===== src/rtl/usr_sequencer_if.sv =====
// rtl/usr_sequencer_if.sv - command and shift-register pin bundle for usr_sequencer
//
// Groups the host-side command handshake, the response and status signals, and
// the pins of the controlled universal shift register.
//   cmd_valid/cmd_ready   command handshake (host -> sequencer)
//   cmd_op/data/count     command fields, sampled on the accept edge
//   line_in               serial source used by RX_R shifts
//   sr_mode/sr_pin/sr_sin drive to the shift register (sequencer -> register)
//   sr_q                  shift register parallel output (register -> sequencer)
//   busy/done/rsp_data    status and captured result (sequencer -> host)
// Modport slave is the sequencer's view; master is the host/environment view.

interface usr_sequencer_if #(
    parameter int WIDTH = 4,
    parameter int CW    = 3
);
    logic             cmd_valid;
    logic             cmd_ready;
    logic [1:0]       cmd_op;
    logic [WIDTH-1:0] cmd_data;
    logic [CW-1:0]    cmd_count;
    logic             line_in;
    logic [2:0]       sr_mode;
    logic [WIDTH-1:0] sr_pin;
    logic             sr_sin;
    logic [WIDTH-1:0] sr_q;
    logic             busy;
    logic             done;
    logic [WIDTH-1:0] rsp_data;

    modport slave (
        input  cmd_valid,
        input  cmd_op,
        input  cmd_data,
        input  cmd_count,
        input  line_in,
        input  sr_q,
        output cmd_ready,
        output sr_mode,
        output sr_pin,
        output sr_sin,
        output busy,
        output done,
        output rsp_data
    );

    modport master (
        output cmd_valid,
        output cmd_op,
        output cmd_data,
        output cmd_count,
        output line_in,
        output sr_q,
        input  cmd_ready,
        input  sr_mode,
        input  sr_pin,
        input  sr_sin,
        input  busy,
        input  done,
        input  rsp_data
    );
endinterface


===== src/rtl/usr_sequencer.sv =====
// rtl/usr_sequencer.sv - command sequencer for a 4-bit universal shift register
//
// Accepts one command at a time and plays it out as a per-cycle MODE sequence
// on the shift register, then captures the register output and pulses done.
//   clk   rising-edge clock
//   rst   synchronous, active-high reset
//   bus   usr_sequencer_if.slave: command handshake, register pins, status
// Commands (cmd_op): 0 TX_R load+shift right, 1 TX_L load+shift left,
//                    2 RX_R shift right from line_in, 3 CLR.
// Register MODE: 0 hold, 1 shift right, 2 shift left, 3 load, 4 clear.

module usr_sequencer #(
    parameter int WIDTH = 4,
    parameter int CW    = 3
) (
    input  logic            clk,
    input  logic            rst,
    usr_sequencer_if.slave  bus
);

    localparam logic [1:0] OP_TX_R = 2'd0;
    localparam logic [1:0] OP_TX_L = 2'd1;
    localparam logic [1:0] OP_RX_R = 2'd2;
    localparam logic [1:0] OP_CLR  = 2'd3;

    localparam logic [2:0] MODE_HOLD  = 3'd0;
    localparam logic [2:0] MODE_SHR   = 3'd1;
    localparam logic [2:0] MODE_SHL   = 3'd2;
    localparam logic [2:0] MODE_LOAD  = 3'd3;
    localparam logic [2:0] MODE_CLEAR = 3'd4;

    typedef enum logic [2:0] {
        S_IDLE  = 3'd0,
        S_LOAD  = 3'd1,
        S_SHIFT = 3'd2,
        S_CLEAR = 3'd3,
        S_DONE  = 3'd4
    } state_t;

    state_t           r_state;
    state_t           w_next;

    logic [1:0]       r_op;
    logic [WIDTH-1:0] r_data;
    logic [CW-1:0]    r_remain;
    logic             r_done;
    logic [WIDTH-1:0] r_rsp;

    logic             w_ready;
    logic             w_accept;
    logic [2:0]       w_mode;
    logic [WIDTH-1:0] w_pin;
    logic             w_sin;

    // Ready drops combinationally with rst so a command presented during reset
    // is never taken.
    assign w_ready  = (r_state == S_IDLE) & ~rst;
    assign w_accept = bus.cmd_valid & w_ready;

    // State register
    always_ff @(posedge clk) begin
        if (rst) begin
            r_state <= S_IDLE;
        end else begin
            r_state <= w_next;
        end
    end

    // Command latch, remaining-count, completion capture
    always_ff @(posedge clk) begin
        if (rst) begin
            r_op     <= OP_TX_R;
            r_data   <= '0;
            r_remain <= '0;
            r_done   <= 1'b0;
            r_rsp    <= '0;
        end else begin
            // done is high exactly in the cycle after DONE, i.e. the first IDLE cycle
            r_done <= (r_state == S_DONE);
            if (r_state == S_DONE) begin
                r_rsp <= bus.sr_q;
            end
            if (w_accept) begin
                r_op     <= bus.cmd_op;
                r_data   <= bus.cmd_data;
                r_remain <= bus.cmd_count;
            end else if (r_state == S_SHIFT) begin
                r_remain <= r_remain - 1'b1;
            end
        end
    end

    // Next-state logic
    always_comb begin
        w_next = r_state;
        case (r_state)
            S_IDLE: begin
                if (w_accept) begin
                    case (bus.cmd_op)
                        OP_TX_R, OP_TX_L: w_next = S_LOAD;
                        OP_RX_R:          w_next = (bus.cmd_count != '0) ? S_SHIFT : S_DONE;
                        default:          w_next = S_CLEAR;
                    endcase
                end
            end
            S_LOAD: begin
                // r_remain still holds the full count here; SHIFT has not run yet
                w_next = (r_remain != '0) ? S_SHIFT : S_DONE;
            end
            S_SHIFT: begin
                // Remaining is never 0 on entry; <= 1 also guards against a wrap
                if (r_remain <= CW'(1)) begin
                    w_next = S_DONE;
                end
            end
            S_CLEAR: w_next = S_DONE;
            S_DONE:  w_next = S_IDLE;
            default: w_next = S_IDLE;
        endcase
    end

    // Moore output decode; sr_sin is the only path straight from an input
    always_comb begin
        w_mode = MODE_HOLD;
        w_pin  = '0;
        w_sin  = 1'b0;
        case (r_state)
            S_LOAD: begin
                w_mode = MODE_LOAD;
                w_pin  = r_data;
            end
            S_SHIFT: begin
                w_mode = (r_op == OP_TX_L) ? MODE_SHL : MODE_SHR;
                w_sin  = (r_op == OP_RX_R) ? bus.line_in : 1'b0;
            end
            S_CLEAR: w_mode = MODE_CLEAR;
            default: w_mode = MODE_HOLD;
        endcase
    end

    assign bus.cmd_ready = w_ready;
    assign bus.sr_mode   = w_mode;
    assign bus.sr_pin    = w_pin;
    assign bus.sr_sin    = w_sin;
    assign bus.busy      = (r_state != S_IDLE);
    assign bus.done      = r_done;
    assign bus.rsp_data  = r_rsp;

endmodule

===== src/flat_wrapper.sv =====
// flat-port wrapper written by rule: the top's interface ports become plain ports
module usr_sequencer_flat 
#(
    parameter int WIDTH = 4,
    parameter int CW    = 3
)
  (clk, rst, bus_cmd_valid, bus_cmd_op, bus_cmd_data, bus_cmd_count, bus_line_in, bus_sr_q, bus_cmd_ready, bus_sr_mode, bus_sr_pin, bus_sr_sin, bus_busy, bus_done, bus_rsp_data);
  usr_sequencer_if #(.WIDTH(WIDTH), .CW(CW)) bus_i ();
  input  logic clk;
  input  logic rst;
  input wire logic [$bits(bus_i.cmd_valid)-1:0] bus_cmd_valid;
  input wire logic [$bits(bus_i.cmd_op)-1:0] bus_cmd_op;
  input wire logic [$bits(bus_i.cmd_data)-1:0] bus_cmd_data;
  input wire logic [$bits(bus_i.cmd_count)-1:0] bus_cmd_count;
  input wire logic [$bits(bus_i.line_in)-1:0] bus_line_in;
  input wire logic [$bits(bus_i.sr_q)-1:0] bus_sr_q;
  output wire logic [$bits(bus_i.cmd_ready)-1:0] bus_cmd_ready;
  output wire logic [$bits(bus_i.sr_mode)-1:0] bus_sr_mode;
  output wire logic [$bits(bus_i.sr_pin)-1:0] bus_sr_pin;
  output wire logic [$bits(bus_i.sr_sin)-1:0] bus_sr_sin;
  output wire logic [$bits(bus_i.busy)-1:0] bus_busy;
  output wire logic [$bits(bus_i.done)-1:0] bus_done;
  output wire logic [$bits(bus_i.rsp_data)-1:0] bus_rsp_data;
  assign bus_i.cmd_valid = bus_cmd_valid;
  assign bus_i.cmd_op = bus_cmd_op;
  assign bus_i.cmd_data = bus_cmd_data;
  assign bus_i.cmd_count = bus_cmd_count;
  assign bus_i.line_in = bus_line_in;
  assign bus_i.sr_q = bus_sr_q;
  assign bus_cmd_ready = bus_i.cmd_ready;
  assign bus_sr_mode = bus_i.sr_mode;
  assign bus_sr_pin = bus_i.sr_pin;
  assign bus_sr_sin = bus_i.sr_sin;
  assign bus_busy = bus_i.busy;
  assign bus_done = bus_i.done;
  assign bus_rsp_data = bus_i.rsp_data;
  usr_sequencer #(.WIDTH(WIDTH), .CW(CW)) u_core (.clk(clk), .rst(rst), .bus(bus_i));
endmodule

===== config.mk =====
export PLATFORM = sky130hd
export DESIGN_NAME = usr_sequencer_flat
export DESIGN_NICKNAME = d
export VERILOG_FILES = /design/src/rtl/usr_sequencer_if.sv /design/src/rtl/usr_sequencer.sv /design/src/flat_wrapper.sv
export SDC_FILE = /design/constraint.sdc
export NUM_CORES = 1
export LEC_CHECK = 0
export CAP_MARGIN = 40
export CORE_ASPECT_RATIO = 0.6
export CORE_MARGIN = 3
export CORE_UTILIZATION = 40
export CTS_BUF_LIST = sky130_fd_sc_hd__clkbuf_8 sky130_fd_sc_hd__clkbuf_16
export DETAILED_ROUTE_END_ITERATION = 16
export GPL_ROUTABILITY_DRIVEN = 0
export PLACE_DENSITY = 0.85
export SYNTH_ARGS = -nofsm -noshare
export SYNTH_HDL_FRONTEND = slang
export SYNTH_SLANG_ARGS = --single-unit

===== constraint.sdc =====
create_clock -name clk -period 1.7 [get_ports clk]
set_clock_uncertainty 0.05 [all_clocks]
set_input_delay 0.17 -clock clk [delete_from_list [all_inputs] [get_ports clk]]
set_output_delay 0.17 -clock clk [all_outputs]
set_load 0.02 [all_outputs]

==> results.md <==
- Clock Path Buffers: 2
- Post-CTS resize count: 31
- CTS Buf Count: 3
- Final worst slack: approximately 55 ps
- Die height: 43.74 um
- Post-Syn Area: ~950 um^2
- Setup tns final: 0 ps
- Reg clk slew, reported paths: about 70 ps
- Static Leak: 0.6043 nW
- Postcts setup bufs: 0
- Yosys cell types: 40
- CTS Sinks: 17
- IO Pins: 32
- Ys flop type: dfxtp_1
- GR Util All Layers: 0.1780
- Mapped Cells: 100
- DP Wirelength: 1.994 mm
- Initial drt markers: 50
- Setup violators final: 0
- CP max stage delay: roughly 560 ps
- Final Hold Viols: 0
- Antenna-violating nets left: 0
- DRC: 0
- Die ar.: 3014 um^2
- Top-area cell type share of the netlist area: 0.3584
- Final Net Count: 163
- Min cycle time layout: around 1600 ps
- Slew margin rel.: 0.6856
- Vias per std cell: around 5.2
- FMAX: ~610 MHz
- Via count: between 800 and 900
- Deepest level of the CTS H-tree: 1
- Post-route clock period utilization: 0.9677
- Core Util, Final: 0.6679
- First-pass GRT wire length: about 3.9 mm
- Hold Slack: between 400 and 500 ps
- Routed WL: between 2 and 3 mm
- Vias in the first global route: between 800 and 900
- CP Class: flop to primary output
- Worst Setup Start Kind: flop
- Reg2reg setup slack: 70 ps
- Post-synthesis sequential area ratio: 0.3584
- # hold bufs at CTS: 0
- Layout area overhead: 43.61%
- Grt total ovfl: 0
- Tightest Hold Check Type: flop to flop
- Ys Warns: 0
- Biggest area consumer among synthesized cells: dfxtp_1
- Final Cell Area: between 1000 and 1500 um^2
- Worst-path fanout max: 5
- Initial antenna violation count: 0
- # diodes: 0
- Die X-Extent: between 60 and 70 um
- Max-slew violations: 0
- Actual slew at the worst max-slew pin: between 400 and 500 ps
- Crit path arrival time: between 1000 and 1500 ps
- Average cell area after synthesis: 9.497 um^2
- Layout cell share with drive strength beyond 1: 0.2817
- Status: complete, no violations
- Worst setup EP type: primary output
- Core area: around 2000 um^2
- Crit-path cells: or4_4 > clkinv_4 > buf_2
- Placed instance area: between 1000 and 1500 um^2
- Post-Synthesis Net Count: 120
- Yosys reg bits: 17
- Critical path required time: between 1000 and 1500 ps
- FP Rows: 12
- DP Worst Slack: -323.9 ps
- Peak supply drop: around 0.00058 V
- I/O Buffers: 31
- Pwr dens: 859.7 nW/um^2
- Clock root cell: clkbuf_8
- Number of enable flip-flop cells after synthesis: 0
- Initial DRT Pass Iterations: 6
- Clock Latency Late Sink: 250 ps
- Max-cap violations: 0
- CP max-delay cell: or4_4
- DR WL/cell: 14.82 um
- Initial Util: 0.4651
- FFs w/ async S/R, synth: 0
- Ranking of synthesized cells by area: dfxtp_1, mux2_4, nor2b_1, mux2i_1, ha_1
- CTS tree: built
- Largest net degree at the start of global routing: 18
==> routing by layer <==
metal  vias to the layer above  share of wire  global-route usage
met2                        42           0.45              0.2500
met1                       397           0.44              0.2442
met4                         0          0.016             0.06589
met5                         -              0                   0
li1                        433              -                   -
met3                         4          0.098             0.06995
==> power by group <==
part / leakage [nW] / switching [mW] / internal [mW] / total, mW
registers: 0.139 / 0.0306 / 0.439 / 0.470
logic: 0.438 / 0.193 / 0.209 / 0.402
clock network: 0.0269 / 0.140 / 0.160 / 0.301
total: 0.604 / 0.364 / 0.808 / 1.17
==> stage by stage <==
step,cells,total power [mW]
floorplan,100,0.7181
global placement,166,0.8683
detailed placement,166,0.8853
CTS,170,1.173
global route,170,1.229
finish,170,1.172
==> cell usage after synthesis (2+ instances only) <==
library cell / count
nand2b_1: 3
nor2_1: 8
ha_1: 3
and2_1: 4
inv_1: 6
buf_6: 2
buf_2: 2
or4_1: 2
a21oi_1: 2
nand2_1: 3
o21ai_0: 3
mux2i_1: 4
nor3_1: 5
dfxtp_1: 17
nor2b_1: 7
mux2_4: 5
==> layout by cell type, fill, tap and decap left out, types with 2 or more instances in the layout <==
cell type         n
clkdlybuf4s50_1  21
dfxtp_1          16
buf_4            13
nor2_1            8
inv_1             7
nor2b_1           7
buf_2             7
nor3_1            5
mux2_4            5
and2_1            4
mux2i_1           4
nand2_1           3
nand2b_1          3
o21ai_0           3
ha_1              3
clkbuf_8          3
nor3b_2           2
a21oi_1           2
dlygate4sd2_1     2
==> state kept, by name, indices dropped and copies added, names as in the netlist <==
register and cells:
u_core.bus.done 1, u_core.bus.rsp_data 4, u_core.r_data 4, u_core.r_op 2, u_core.r_remain 3, u_core.r_state 3
==> logic make-up after synthesis <==
group | Yosys count | synth area share
buf+inv | 13 | 0.07905
compound gates | 17 | 0.1318
xor+xnor | 1 | 0.009224
simple gates | 40 | 0.2609
flops | 17 | 0.3584
mux | 9 | 0.1212
fa+ha+maj | 3 | 0.03953
==> critical path, delay by kind of cell, from the launching register on <==
family,cells,cell delay [ps]
buffers and inverters,2,250
and+or+nand+nor,1,560
DFF,1,360
==> layout make-up <==
cell class | count | area, um^2
clock buffer | 3 | 41.29
timing repair buffer | 44 | 365.4
tap | 28 | 35.03
sequential | 17 | 341.6
inverter | 7 | 31.28
clock inverter | 1 | 3.754
fill | 170 | 678.2
multi-input combinational | 70 | 545.5
==> path summary, 6_finish.rpt <==
path                     startpoint                     end  cells past startpoint
max               u_core.r_state[0]           bus_cmd_ready                      3
min          u_core.bus.rsp_data[0]  u_core.bus.rsp_data[0]                      2
max reg2reg       u_core.r_state[1]      u_core.r_remain[2]                      4
min reg2reg  u_core.bus.rsp_data[0]  u_core.bus.rsp_data[0]                      2
Note: power is estimated with default switching activity, not from simulation.
